<file path="src/rtl/imem_loader_if.sv">
// Byte-stream receive handshake plus IMEM byte-write port of the boot loader.
interface imem_loader_if #(
  parameter int AW = 12
);
  logic          rx_valid;
  logic [7:0]    rx_data;
  logic          rx_ready;
  logic          mem_we;
  logic [AW-1:0] mem_waddr;
  logic [7:0]    mem_wdata;

  modport master (
    output rx_valid, rx_data,
    input  rx_ready, mem_we, mem_waddr, mem_wdata
  );

  modport slave (
    input  rx_valid, rx_data,
    output rx_ready, mem_we, mem_waddr, mem_wdata
  );
endinterface

</file>
<file path="src/rtl/imem_loader.sv">
// Boot-time IMEM loader: parses {LEN_LO, LEN_HI, payload, CSUM} from a byte stream,
// writes the payload to IMEM from address 0 and releases the core only on a good image.
module imem_loader #(
  parameter int MEM_NBYTE      = 4096,
  parameter int AW             = 12,
  parameter int TIMEOUT_CYCLES = 1000000,
  parameter bit HOLD_AT_RESET  = 1'b1
) (
  input  logic           clk,
  input  logic           rst,
  input  logic           start,
  imem_loader_if.slave   bus,
  output logic           cpu_hold,
  output logic           busy,
  output logic           done,
  output logic [2:0]     err_code,
  output logic [AW:0]    bytes_loaded
);

  localparam int TW = $clog2(TIMEOUT_CYCLES + 1);

  typedef enum logic [2:0] {
    S_IDLE   = 3'd0,
    S_LEN_LO = 3'd1,
    S_LEN_HI = 3'd2,
    S_DATA   = 3'd3,
    S_CSUM   = 3'd4,
    S_DONE   = 3'd5,
    S_ERR    = 3'd6
  } state_t;

  state_t        state_r;
  state_t        next_s;
  logic [2:0]    next_err_s;
  logic          xfer_s;
  logic          timeout_s;
  logic          launch_s;
  logic          rx_ready_r;
  logic [7:0]    len_lo_r;
  logic [15:0]   len_s;
  logic [AW:0]   len_r;
  logic [AW:0]   addr_r;
  logic [7:0]    acc_r;
  logic [TW-1:0] tmo_r;

  function automatic logic is_busy(input state_t s);
    case (s)
      S_LEN_LO, S_LEN_HI, S_DATA, S_CSUM: is_busy = 1'b1;
      default:                            is_busy = 1'b0;
    endcase
  endfunction

  assign xfer_s    = bus.rx_valid && rx_ready_r;
  assign timeout_s = !xfer_s && (tmo_r == TW'(TIMEOUT_CYCLES - 1));
  assign launch_s  = start && !is_busy(state_r);
  assign len_s     = {bus.rx_data, len_lo_r};

  assign bus.rx_ready  = rx_ready_r;
  assign bus.mem_we    = (state_r == S_DATA) && xfer_s;
  assign bus.mem_waddr = addr_r[AW-1:0];
  assign bus.mem_wdata = bus.rx_data;
  assign bytes_loaded  = addr_r;

  // State register
  always_ff @(posedge clk or posedge rst) begin
    if (rst) begin
      state_r <= S_IDLE;
    end else begin
      state_r <= next_s;
    end
  end

  // Next-state and error-code decode; a transfer always wins over a timeout
  always_comb begin
    next_s     = state_r;
    next_err_s = 3'd0;
    case (state_r)
      S_IDLE, S_DONE, S_ERR: begin
        if (start) next_s = S_LEN_LO;
        else       next_s = state_r;
      end
      S_LEN_LO: begin
        if (xfer_s) begin
          next_s = S_LEN_HI;
        end else if (timeout_s) begin
          next_s     = S_ERR;
          next_err_s = 3'd4;
        end else begin
          next_s = state_r;
        end
      end
      S_LEN_HI: begin
        if (xfer_s) begin
          if ({16'd0, len_s} > 32'(MEM_NBYTE)) begin
            next_s     = S_ERR;
            next_err_s = 3'd1;
          end else if (len_s[1:0] != 2'b00) begin
            next_s     = S_ERR;
            next_err_s = 3'd2;
          end else if (len_s == 16'd0) begin
            next_s = S_CSUM;
          end else begin
            next_s = S_DATA;
          end
        end else if (timeout_s) begin
          next_s     = S_ERR;
          next_err_s = 3'd4;
        end else begin
          next_s = state_r;
        end
      end
      S_DATA: begin
        if (xfer_s) begin
          if ((addr_r + (AW+1)'(1)) == len_r) next_s = S_CSUM;
          else                                next_s = state_r;
        end else if (timeout_s) begin
          next_s     = S_ERR;
          next_err_s = 3'd4;
        end else begin
          next_s = state_r;
        end
      end
      S_CSUM: begin
        if (xfer_s) begin
          if (bus.rx_data == acc_r) begin
            next_s = S_DONE;
          end else begin
            next_s     = S_ERR;
            next_err_s = 3'd3;
          end
        end else if (timeout_s) begin
          next_s     = S_ERR;
          next_err_s = 3'd4;
        end else begin
          next_s = state_r;
        end
      end
      default: begin
        next_s     = S_IDLE;
        next_err_s = 3'd0;
      end
    endcase
  end

  // Datapath, status flags and idle-cycle counter
  always_ff @(posedge clk or posedge rst) begin
    if (rst) begin
      rx_ready_r <= 1'b0;
      busy       <= 1'b0;
      done       <= 1'b0;
      err_code   <= 3'd0;
      cpu_hold   <= HOLD_AT_RESET;
      addr_r     <= '0;
      acc_r      <= 8'd0;
      tmo_r      <= '0;
      len_lo_r   <= 8'd0;
      len_r      <= '0;
    end else begin
      rx_ready_r <= is_busy(next_s);
      busy       <= is_busy(next_s);
      if (launch_s) begin
        done     <= 1'b0;
        err_code <= 3'd0;
        cpu_hold <= 1'b1;
        addr_r   <= '0;
        acc_r    <= 8'd0;
        tmo_r    <= '0;
      end else begin
        if (bus.mem_we) begin
          addr_r <= addr_r + (AW+1)'(1);
          acc_r  <= acc_r + bus.rx_data;
        end
        if (xfer_s || !is_busy(state_r)) tmo_r <= '0;
        else                             tmo_r <= tmo_r + TW'(1);
        if (state_r == S_CSUM && next_s == S_DONE) begin
          done     <= 1'b1;
          cpu_hold <= 1'b0;
        end
        if (is_busy(state_r) && next_s == S_ERR) err_code <= next_err_s;
      end
      if (state_r == S_LEN_LO && xfer_s) len_lo_r <= bus.rx_data;
      // Length is only used once it has passed the range check, so AW+1 bits suffice
      if (state_r == S_LEN_HI && xfer_s) len_r <= len_s[AW:0];
    end
  end

endmodule

</file>
<file path="src/flat_wrapper.sv">
// flat-port wrapper written by rule: the top's interface ports become plain ports
module imem_loader_flat 
#(
  parameter int MEM_NBYTE      = 4096,
  parameter int AW             = 12,
  parameter int TIMEOUT_CYCLES = 1000000,
  parameter bit HOLD_AT_RESET  = 1'b1
)
  (clk, rst, start, cpu_hold, busy, done, err_code, bytes_loaded, bus_rx_valid, bus_rx_data, bus_rx_ready, bus_mem_we, bus_mem_waddr, bus_mem_wdata);
  imem_loader_if #(.AW(AW)) bus_i ();
  input  logic clk;
  input  logic rst;
  input  logic start;
  output logic cpu_hold;
  output logic busy;
  output logic done;
  output logic [2:0] err_code;
  output logic [AW:0] bytes_loaded;
  input wire logic [$bits(bus_i.rx_valid)-1:0] bus_rx_valid;
  input wire logic [$bits(bus_i.rx_data)-1:0] bus_rx_data;
  output wire logic [$bits(bus_i.rx_ready)-1:0] bus_rx_ready;
  output wire logic [$bits(bus_i.mem_we)-1:0] bus_mem_we;
  output wire logic [$bits(bus_i.mem_waddr)-1:0] bus_mem_waddr;
  output wire logic [$bits(bus_i.mem_wdata)-1:0] bus_mem_wdata;
  assign bus_i.rx_valid = bus_rx_valid;
  assign bus_i.rx_data = bus_rx_data;
  assign bus_rx_ready = bus_i.rx_ready;
  assign bus_mem_we = bus_i.mem_we;
  assign bus_mem_waddr = bus_i.mem_waddr;
  assign bus_mem_wdata = bus_i.mem_wdata;
  imem_loader #(.MEM_NBYTE(MEM_NBYTE), .AW(AW), .TIMEOUT_CYCLES(TIMEOUT_CYCLES), .HOLD_AT_RESET(HOLD_AT_RESET)) u_core (.clk(clk), .rst(rst), .start(start), .bus(bus_i), .cpu_hold(cpu_hold), .busy(busy), .done(done), .err_code(err_code), .bytes_loaded(bytes_loaded));
endmodule
</file>
<file path="config.mk">
export PLATFORM = sky130hd
export DESIGN_NAME = imem_loader_flat
export DESIGN_NICKNAME = d
export VERILOG_FILES = /design/src/rtl/imem_loader_if.sv /design/src/rtl/imem_loader.sv /design/src/flat_wrapper.sv
export SDC_FILE = /design/constraint.sdc
export NUM_CORES = 1
export LEC_CHECK = 0
export CAP_MARGIN = 30
export CORE_MARGIN = 4
export CORE_UTILIZATION = 48
export DETAILED_ROUTE_END_ITERATION = 16
export PLACE_DENSITY = 0.8
export SKIP_LAST_GASP = 1
export SYNTH_ARGS = -nofsm -noshare
export SYNTH_HDL_FRONTEND = slang
export SYNTH_SLANG_ARGS = --single-unit
</file>
<file path="constraint.sdc">
create_clock -name clk -period 2.7 [get_ports clk]
set_input_delay 0.405 -clock clk [delete_from_list [all_inputs] [get_ports clk]]
set_output_delay 0.405 -clock clk [all_outputs]
set_load 0.05 [all_outputs]
</file>
==> impl_summary.log, run 1 <==
INFO  metric run_status = finished, final reports clean
INFO  metric post-dp-hpwl = 7.23 mm
INFO  metric path_clk_slew = 0.08 ns
INFO  metric period_share = just under 100%
INFO  metric syn-num-nets = between 400 and 500
INFO  metric fp.dieH = 101 um
INFO  metric finalCoreUtilization = 63.0%
INFO  metric synth.largest_area_cell = dfrtp_1
INFO  metric fp.dieArea = about 10,000 sq um
INFO  metric layout_cells_sized_above_1 = 21.8%
INFO  metric clock_insertion_delay_worst_skew = 0.35 ns
INFO  metric yosys-top-cells-area = dfrtp_1 42%, mux2_2 5.2%, xnor2_1 5.1%
INFO  metric chipWidth = 101 um
INFO  metric synth-async-reset-ratio = 100%
INFO  metric ctsLongestPathBuffers = 2
INFO  metric tightestPinTransition = 0.949 ns
INFO  metric vias = between 3,000 and 4,000
INFO  metric total_wirelength = around 10 mm
INFO  metric synthesis.area = slightly above 4000 sq um
INFO  metric first_pass_grt_wire_length = about 16 mm
INFO  metric worst_ep_arrival_time = slightly below 3 ns
INFO  metric finalWorstPathRequiredPeriod = ~2.7 ns
INFO  metric initial_core_utilization = 49.9%
INFO  metric finalSetupViolCount = 0
INFO  metric total_power_draw = 4.77 mW
INFO  metric fillCellCount = roughly 680
INFO  metric synth.yosys.seq_area_share = between 40% and 50%
INFO  metric core_area = 8300 sq um
INFO  metric insertedDiodeCount = 0
INFO  metric worst-setup-path-type = reg2reg
INFO  metric syn-instance-count = 433
INFO  metric wire_per_inst = 16.5 um
INFO  metric cts-buffers-inserted = 9
INFO  metric ys_warn_count = 0
INFO  metric first_global_vias = between 3,000 and 4,000
INFO  metric area_share_of_the_leading_cell_type_in_the_synthesized_netlist = 42.3%
INFO  metric routabilityCongestion = 0.922
INFO  metric maxCapViolations = 0
INFO  metric hold_slack = 0.458 ns
INFO  metric drc = 0
INFO  metric rsz0062_at_grt = yes
INFO  metric path_max_fanout = 6
INFO  metric placement_rows = 33
INFO  metric synth_edf_count = 0
INFO  metric synth.avg_cell_area = around 9.6 sq um
INFO  metric critPathCaptureType = flip-flop
INFO  metric vdd_ir_drop_max = 558 uV
INFO  metric startpoint_types = flip-flop
INFO  metric synth-seq-cells = 71
INFO  metric floorplan.io_pins = 53
INFO  metric post_route_ant_nets = 0
INFO  metric power.static_leakage = 2.29 nW
INFO  metric layout_setup_ws = roughly 0.015 ns
INFO  metric synth_ff_type = dfrtp_1
INFO  metric numClockSinks = 71
INFO  metric preCtsSetupSlack = -0.0260 ns
INFO  metric cts_htree_levels = 3
INFO  metric timing.final.hold_violations = 0
INFO  metric fin_setup_tns = 0 ns
INFO  metric netlist-cell-type-count = 57
INFO  metric power-per-cell-area = 912 nW/um^2
INFO  metric final_nets = 521
INFO  metric tritoncts_clock_tree = built
INFO  metric overflow = 0
INFO  metric drt_pass1_iterations = 5
INFO  metric fin_worst_skew = about 0.0066 ns
INFO  metric dr.first_iter.drc_count = 189
INFO  metric slew_violations = 0
INFO  metric hold_path_class = in2async
INFO  metric maxClockFrequency = 0.372 GHz
INFO  metric viasPerCell = 5.67
INFO  metric io_buffers = 52
INFO  metric cts-root-buf = clkbuf_8
INFO  metric required = ~2.9 ns
INFO  metric max-slew-margin-rel = 36.7%
INFO  metric antenna_found_initial = 0
INFO  metric grt_max_degree = 30
INFO  metric track_usage = 20.0%
INFO  metric syn_to_final_growth = 26.2%
==> cells in the mapped netlist (all sizes together), types with 2 or more instances <==
| cell | count |
|---|---|
| dfrtp | 70 |
| nand2 | 40 |
| nor2 | 39 |
| o21ai | 33 |
| buf | 26 |
| xnor2 | 24 |
| xor2 | 22 |
| a21oi | 20 |
| mux2 | 19 |
| inv | 14 |
| nand3 | 13 |
| clkbuf | 12 |
| and3 | 9 |
| ha | 9 |
| nor3 | 9 |
| nor4 | 8 |
| a31oi | 6 |
| a21o | 5 |
| nand4 | 5 |
| o41ai | 5 |
| nor3b | 4 |
| or3 | 4 |
| or4 | 4 |
| o21bai | 3 |
| a22o | 2 |
| a22oi | 2 |
| and2 | 2 |
| nand3b | 2 |
| o22ai | 2 |
| o31ai | 2 |
==> repair_timing <==
| action | 4_1_cts | 5_1_grt |
|---|---|---|
| resized for setup | 0 | 13 |
| buffers inserted | 0 | 9 |
| endpoints found under the setup margin | 0 | 4 |
| hold buffers | 0 | 0 |
==> registers in the layout, summed over array words and instances (netlist names), 3 cells and up <==
register and count:
u_core.state_r 3, u_core.acc_r 8, u_core.len_r 13, u_core.tmo_r 20
u_core.bytes_loaded 13, u_core.err_code 3, u_core.len_lo_r 8
==> final timing paths <==
path | startpoint | end | slack [ns] | cells after the start
worst max-delay path | u_core.bytes_loaded[4] | u_core.err_code[0] | 0.02 | 8
worst min-delay path | rst | u_core.bytes_loaded[8] | 0.46 | 2
worst max register to register | u_core.bytes_loaded[4] | u_core.err_code[0] | 0.02 | 8
worst min register to register | u_core.cpu_hold | u_core.cpu_hold | 0.50 | 2
max in group asynchronous | rst | u_core.acc_r[5] | 1.59 | 3
min in group clk | u_core.cpu_hold | u_core.cpu_hold | 0.50 | 2
==> per-stage QoR <==
step / std cells / cell area, sq um
after detailed placement: 584 / 4850
after global routing: 609 / 5230
after global placement: 584 / 4850
final: 609 / 5230
after floorplan: 433 / 4190
after CTS: 600 / 5100
==> worst max-delay path, stage by stage, from the launching register on <==
cell	delay [ns]
dfrtp_2	0.44
nand4_4	0.18
nor4_4	0.39
xnor2_1	0.12
or4_4	0.51
or4_4	0.46
a22oi_4	0.19
a21oi_4	0.09
a21o_1	0.19
==> cell usage in the layout, fill, tap and decap left out, drive strengths merged, types with 3 or more instances in the layout <==
cell type,n
ha,9
nand2,40
clkbuf,9
o41ai,5
o21ai,33
nor3b,4
xnor2,24
bufinv,3
a31oi,6
clkdlybuf4s50,51
buf,42
inv,15
nand3,13
or4,4
nor2,39
nor3,9
nand4,5
o21bai,3
and3,9
xor2,22
a21oi,20
mux2,19
a21o,5
dfrtp,70
or3,4
nor4,8
==> where the power goes <==
group | switching (mW) | internal (mW)
clock | 0.424 | 0.617
combinational | 1.18 | 0.897
sequential | 0.294 | 1.35
total | 1.90 | 2.87
==> kinds of logic (layout without fill, tap and decap cells) <==
group | count (synthesis) | count (layout) | synth area share (%)
AOI/OAI and AO/OA | 88 | 88 | 13.5
muxes | 20 | 20 | 5.40
adders and majority gates | 11 | 11 | 3.44
DFF | 71 | 71 | 42.9
and+or+nand+nor | 145 | 145 | 18.0
xor gates and xnor gates | 46 | 46 | 9.72
buffers and inverters | 52 | 123 | 7.09
==> final cells by class <==
class,instances,area [sq um],share of cell area [%]
timing repair buffer,93,855,16.3
sequential,71,1790,34.3
clock inverter,7,120,2.30
multi-input combinational,310,2160,41.2
clock buffer,9,124,2.37
inverter,14,52.6,1.00
tap,105,131,2.51
==> layer usage <==
metal | global-route usage, % | wire [um] | up-vias
li1 | - | - | 1643
met5 | 0 | 0 | -
met2 | 32.7 | 4880 | 100
met4 | 6.75 | 213 | 0
met3 | 3.32 | 511 | 15
met1 | 26.9 | 4410 | 1697
No activity file was read; power rests on OpenSTA's default activity.
==> run 2: changes to the inputs <==
Settings changed: ABC_CLOCK_PERIOD_IN_PS set to 2700, CORE_UTILIZATION 48 to 50, PLACE_DENSITY 0.8 to 0.82.
==> run 2 against run 1 <==
Compared with the run above:
- hold slack improved by 0.011 ns
- utilization rose by 3.0 points
- sequential cell count stayed put
- setup slack got worse by 0.012 ns
- first-iteration DRC count increased by 43%
- die area is 3.7% lower
- cell count down 0.33%
- fmax fell by 0.46%
- wire length up 3.4%
- sequential power is essentially flat
- critical path depth rose by 2
- largest cell class unchanged
==> impl_summary.log, run 2 (synthesized netlist as in run 1, its figures left out) <==
INFO  metric fp.dieH = 99.1 um
INFO  metric rr_worst_depth = 10
INFO  metric path_max_fanout = 5
INFO  metric layout_cells_sized_above_1 = 21.4%
INFO  metric track_usage = ~22%
INFO  metric worst_ep_arrival_time = ~3.0 ns
INFO  metric hold_path_class = in2async
INFO  metric hold_slack = 0.469 ns
INFO  metric post_route_ant_nets = 0
INFO  metric overflow = 0
INFO  metric dr.first_iter.drc_count = 271
INFO  metric io_buffers = 52
INFO  metric layout.cells.most_common = dfrtp_1
INFO  metric insertedDiodeCount = 0
INFO  metric finalWorstPathRequiredPeriod = 2.70 ns
INFO  metric post-dp-hpwl = 7.38 mm
INFO  metric viasPerCell = between 5 and 6
INFO  metric fin_worst_skew = 0.0139 ns
INFO  metric maxCapViolations = 0
INFO  metric floorplan.io_pins = 53
INFO  metric drt_pass1_iterations = 5
INFO  metric syn_to_final_growth = 25.7%
INFO  metric power.static_leakage = 2.28 nW
INFO  metric numClockSinks = 71
INFO  metric first_global_vias = 3,560
INFO  metric ctsLongestPathBuffers = 2
INFO  metric tightestPinTransition = a little under 0.7 ns
INFO  metric hold_buf_count_cts = 0
INFO  metric total_wirelength = 10.4 mm
INFO  metric final_nets = 522
INFO  metric path_clk_slew = 0.08 ns
INFO  metric grt_max_degree = 31
INFO  metric cts_htree_levels = 3
INFO  metric timing.final.hold_violations = 0
INFO  metric vias = 3,527
INFO  metric run_status = finished, final reports clean
INFO  metric fin_setup_tns = 0 ns
INFO  metric worst-setup-path-type = reg2reg
INFO  metric wire_per_inst = 17.1 um
INFO  metric core_area = 7890 sq um
INFO  metric dp_cells = 585
INFO  metric power-per-cell-area = about 920 nW/um^2
INFO  metric initial_core_utilization = 52.6%
INFO  metric placement_rows = 32
INFO  metric most-common-layout-cells = 59 x dfrtp_1, 51 x clkdlybuf4s50_1, 40 x buf_4
INFO  metric slew_violations = 0
INFO  metric maxClockFrequency = between 0.3 and 0.4 GHz
INFO  metric startpoint_types = flip-flop
INFO  metric cts-buffers-inserted = 9
INFO  metric finalSetupViolCount = 0
INFO  metric antenna_found_initial = 0
INFO  metric first_pass_grt_wire_length = 17.0 mm
INFO  metric required = 2.97 ns
INFO  metric tritoncts_clock_tree = built
INFO  metric routabilityCongestion = 0.881
INFO  metric clock_insertion_delay_worst_skew = approximately 0.36 ns
INFO  metric cts-root-buf = clkbuf_8
INFO  metric critPathCaptureType = flip-flop
INFO  metric fillCellCount = 593
INFO  metric regMostFlops = u_core.tmo_r
INFO  metric vdd_ir_drop_max = roughly 670 uV
INFO  metric finalCoreUtilization = 66.1%
INFO  metric max-slew-margin-rel = a little under three fifths
INFO  metric fp.dieArea = 9810 sq um
INFO  metric chipWidth = 99.1 um
INFO  metric largest_register_ffs = 20
INFO  metric drc = 0
INFO  metric instances_no_fill = 607
INFO  metric period_share = between 90% and 100%
[run 2: path summary, 6_finish.rpt]
path                                              from                     end  slack (ns)
worst max-delay path            u_core.bytes_loaded[1]             u_core.busy       0.003
worst min-delay path                               rst  u_core.bytes_loaded[8]        0.47
worst max register to register  u_core.bytes_loaded[1]             u_core.busy       0.003
worst min register to register         u_core.cpu_hold         u_core.cpu_hold        0.49
max in group asynchronous                          rst        u_core.tmo_r[15]        1.58
min in group clk                       u_core.cpu_hold         u_core.cpu_hold        0.49
[run 2: critical path, cell delays in order (launching register included)]
cell and delay, ns:
dfrtp_2 0.44, buf_4 0.17, and3_1 0.22, a31oi_1 0.24, o2111ai_1 0.16, or4_4 0.45, nor4_1 0.30, buf_4 0.18
o21ai_2 0.08, nor3_2 0.24, xnor2_1 0.14
[run 2: through the flow]
stage	power, mW	setup WS (ns)	area [sq um]
6_report	4.80	0.00280	5210
3_5_place_dp	3.67	-0.0756	4880
2_1_floorplan	3.05	-0.000582	4190
4_1_cts	4.77	0.0300	5140
3_3_place_gp	3.56	0.0119	4870
5_1_grt	5.05	-0.0101	5210
[run 2: what timing repair did]
item	CTS	global route
pin swaps	0	5
buffers inserted	1	5
gates resized for setup	0	7
setup endpoints to repair	2	4
[run 2: layout make-up]
| class | instances | area [sq um] | share of cell area (%) |
|---|---|---|---|
| multi-input cells | 310 | 2120 | 40.7 |
| flip-flops and latches | 71 | 1790 | 34.4 |
| repair buffers | 94 | 862 | 16.5 |
| clock buffers | 11 | 151 | 2.91 |
| well taps | 102 | 128 | 2.45 |
| clock inverters | 5 | 104 | 1.99 |
| inverters | 14 | 52.6 | 1.01 |
[run 2: power by group]
group / total, mW / leakage, nW / switching (mW) / internal, mW
Sequential: 1.62 / 0.920 / 0.271 / 1.35
Clock: 1.08 / 0.130 / 0.417 / 0.664
Combinational: 2.09 / 1.23 / 1.21 / 0.886
Total: 4.80 / 2.28 / 1.89 / 2.90
[run 2: layer usage]
layer / track usage (%) / vias up / routed length, um
met5: 0 / - / 0
met4: 10.3 / 0 / 355
met3: 3.75 / 34 / 628
met2: 35.1 / 147 / 4900
met1: 27.8 / 1705 / 4470
li1: - / 1641 / -
==> run 3: changes to the inputs <==
Settings changed: CELL_PAD_IN_SITES_DETAIL_PLACEMENT set to 0, CELL_PAD_IN_SITES_GLOBAL_PLACEMENT set to 1, CORE_UTILIZATION 50 to 39, PLACE_DENSITY 0.82 to 0.83.
==> run 3 against run 2 <==
Compared with the run above:
- via count shrank 2.6%
- critical path depth shrank 2
- clock power is essentially flat
- cell count grew 6.1%
- largest cell class unchanged
- design area grew 1.6%
- combinational power is essentially flat
- register-to-register slack gained 0.04 ns
- clock skew shrank 0.0016 ns
==> impl_summary.log, run 3 (synthesized netlist as in run 1, its figures left out) <==
INFO  metric viasPerCell = between 5 and 6
INFO  metric preCtsSetupSlack = -0.0225 ns
INFO  metric hold_buf_count_cts = 0
INFO  metric vdd_ir_drop_max = around 420 uV
INFO  metric cts-root-buf = clkbuf_8
INFO  metric path_clk_slew = 0.08 ns
INFO  metric rr_worst_depth = 8
INFO  metric total_wirelength = 10.1 mm
INFO  metric io_buffers = between 50 and 60
INFO  metric placement_rows = 37
INFO  metric final_nets = around 530
INFO  metric run_status = finished, final reports clean
INFO  metric dr.first_iter.drc_count = 162
INFO  metric floorplan.io_pins = 53
INFO  metric dp_cells = 621
INFO  metric maxClockFrequency = ~0.38 GHz
INFO  metric worst-r2r-setup-slack = roughly 0.038 ns
INFO  metric regMostFlops = u_core.tmo_r
INFO  metric power-per-cell-area = 901 nW/um^2
INFO  metric critical_path.slowest_cell = or4_4
INFO  metric critPathMostFrequentCell = or4_4
INFO  metric drt_pass1_iterations = 4
INFO  metric startpoint_types = flip-flop
INFO  metric layout_setup_ws = 0.0382 ns
INFO  metric core_area = ~10,000 sq um
INFO  metric cts-buffers-inserted = 9
INFO  metric max-slew-margin-rel = between 60 and 70%
INFO  metric hold_path_class = in2async
INFO  metric vias = 3,436
INFO  metric worstPathCellList = xnor2_1 -> nor4_4 -> a2bb2oi_2 -> or4_4 -> or4_4 -> a22oi_4 -> a21oi_2 -> a21o_1
INFO  metric insertedDiodeCount = 0
INFO  metric clkPwrFrac = 22.0%
INFO  metric critPathCapture = u_core.err_code[1]
INFO  metric power.static_leakage = 2.30 nW
INFO  metric p_switching = 1.89 mW
INFO  metric ctsLongestPathBuffers = 2
INFO  metric pwr-share-comb = 43.7%
INFO  metric instances_no_fill = 644
INFO  metric layout_cells_sized_above_1 = around 23%
INFO  metric wire_per_inst = 15.7 um
INFO  metric path_max_fanout = 9
INFO  metric critical_path.max_stage_delay = approximately 0.55 ns
INFO  metric syn_to_final_growth = 27.7%
INFO  metric power.switching_fraction = ~40%
INFO  metric largest_register_ffs = 20
INFO  metric internal_power = about 2.9 mW
INFO  metric post_route_ant_nets = 0
INFO  metric finalSetupViolCount = 0
INFO  metric maxCapViolations = 0
INFO  metric finalWorstPathRequiredPeriod = 2.66 ns
INFO  metric worst_ep_arrival_time = 2.91 ns
INFO  metric timing.final.hold_violations = 0
INFO  metric initial_core_utilization = 40.2%
INFO  metric total_power_draw = 4.77 mW
INFO  metric track_usage = 16.8%
INFO  metric fin_worst_skew = roughly 0.012 ns
INFO  metric first_global_vias = 3,444
INFO  metric rr_startpoint = u_core.bytes_loaded[8]
INFO  metric critPathCaptureType = flip-flop
INFO  metric overflow = 0
INFO  metric grt_max_degree = 72
INFO  metric cts_htree_levels = 3
INFO  metric layout.cells.most_common = dfrtp_1
INFO  metric fp.dieArea = 12,300 sq um
INFO  metric drc = 0
INFO  metric clock_insertion_delay_worst_skew = around 0.36 ns
INFO  metric tritoncts_clock_tree = built
INFO  metric required = between 2 and 3 ns
INFO  metric post-dp-hpwl = 7.22 mm
INFO  metric fp.dieH = 111 um
INFO  metric tightestPinTransition = 0.547 ns
INFO  metric numClockSinks = 71
INFO  metric seqPwrFrac = 34.3%
INFO  metric r2r_end = u_core.err_code[1]
INFO  metric period_share = slightly below 100%
INFO  metric critical_path.startpoint = u_core.bytes_loaded[8]
INFO  metric routabilityCongestion = 0.813
INFO  metric worst-setup-path-type = reg2reg
INFO  metric chipWidth = 111 um
INFO  metric rsz0062_at_grt = yes
INFO  metric antenna_found_initial = 0
INFO  metric first_pass_grt_wire_length = about 17 mm
INFO  metric slew_violations = 0
INFO  metric most-common-layout-cells = 59 x dfrtp_1, 50 x clkdlybuf4s50_1, 44 x buf_4
-- run 3: how the worst min path moves through the flow --
stage,start,end,slack [ns],cells past startpoint
finish,rst,u_core.bytes_loaded[9],0.41,3
floorplan,u_core.tmo_r[0],u_core.tmo_r[0],0.45,1
global route,rst,u_core.bytes_loaded[1],0.46,3
global placement,u_core.acc_r[6],u_core.acc_r[6],0.47,2
detailed placement,u_core.cpu_hold,u_core.cpu_hold,0.48,2
CTS,rst,u_core.bytes_loaded[9],0.44,3
-- run 3: what timing repair did --
| action | CTS | global route |
|---|---|---|
| endpoints found under the setup margin | 3 | 4 |
| buffers inserted | 2 | 5 |
| resized for setup | 0 | 12 |
| pin swaps | 0 | 6 |
| gates cloned | 0 | 0 |
| hold endpoints to repair | 0 | 0 |
-- run 3: stage by stage --
step	cell area, sq um	hold WS (ns)	utilization [%]	TNS [ns]
final	5290	0.415	51.3	0
after global placement	4930	0.471	47.7	-0.0210
after floorplan	4190	0.446	-	-0.00175
after CTS	5200	0.442	50.3	0
after detailed placement	4940	0.477	47.8	-0.0225
after global routing	5290	0.459	51.3	-0.116
-- run 3: area by class of cell --
class	count	area [sq um]
flip-flops and latches	71	1790
clock buffers	9	124
repair buffers	97	882
clock inverters	7	120
inverters	14	52.6
fillers	939	5030
multi-input cells	310	2150
well taps	136	170
-- run 3: layer usage --
layer / routed length [um] / vias up / global-route usage, %
li1: - / 1649 / -
met1: 4670 / 1675 / 22.8
met2: 4700 / 94 / 26.9
met3: 537 / 18 / 2.62
met4: 200 / 0 / 6.81
met5: 0 / - / 0
-- run 3: power groups by stage --
stage	sequential, mW	clock, mW	combinational [mW]
finish	1.64	1.05	2.08
global route	1.68	1.11	2.31
CTS	1.63	1.07	2.06
detailed placement	1.65	0	2.02
global placement	1.64	0	1.95
floorplan	1.66	0	1.39
-- run 3: critical path: cells and delay by family (launching register included) --
kind,cells,cell delay (ns)
XOR/XNOR,1,0.20
AND/OR/NAND/NOR,3,1.31
flip-flops,1,0.48
AO/OA/AOI/OAI,4,0.56
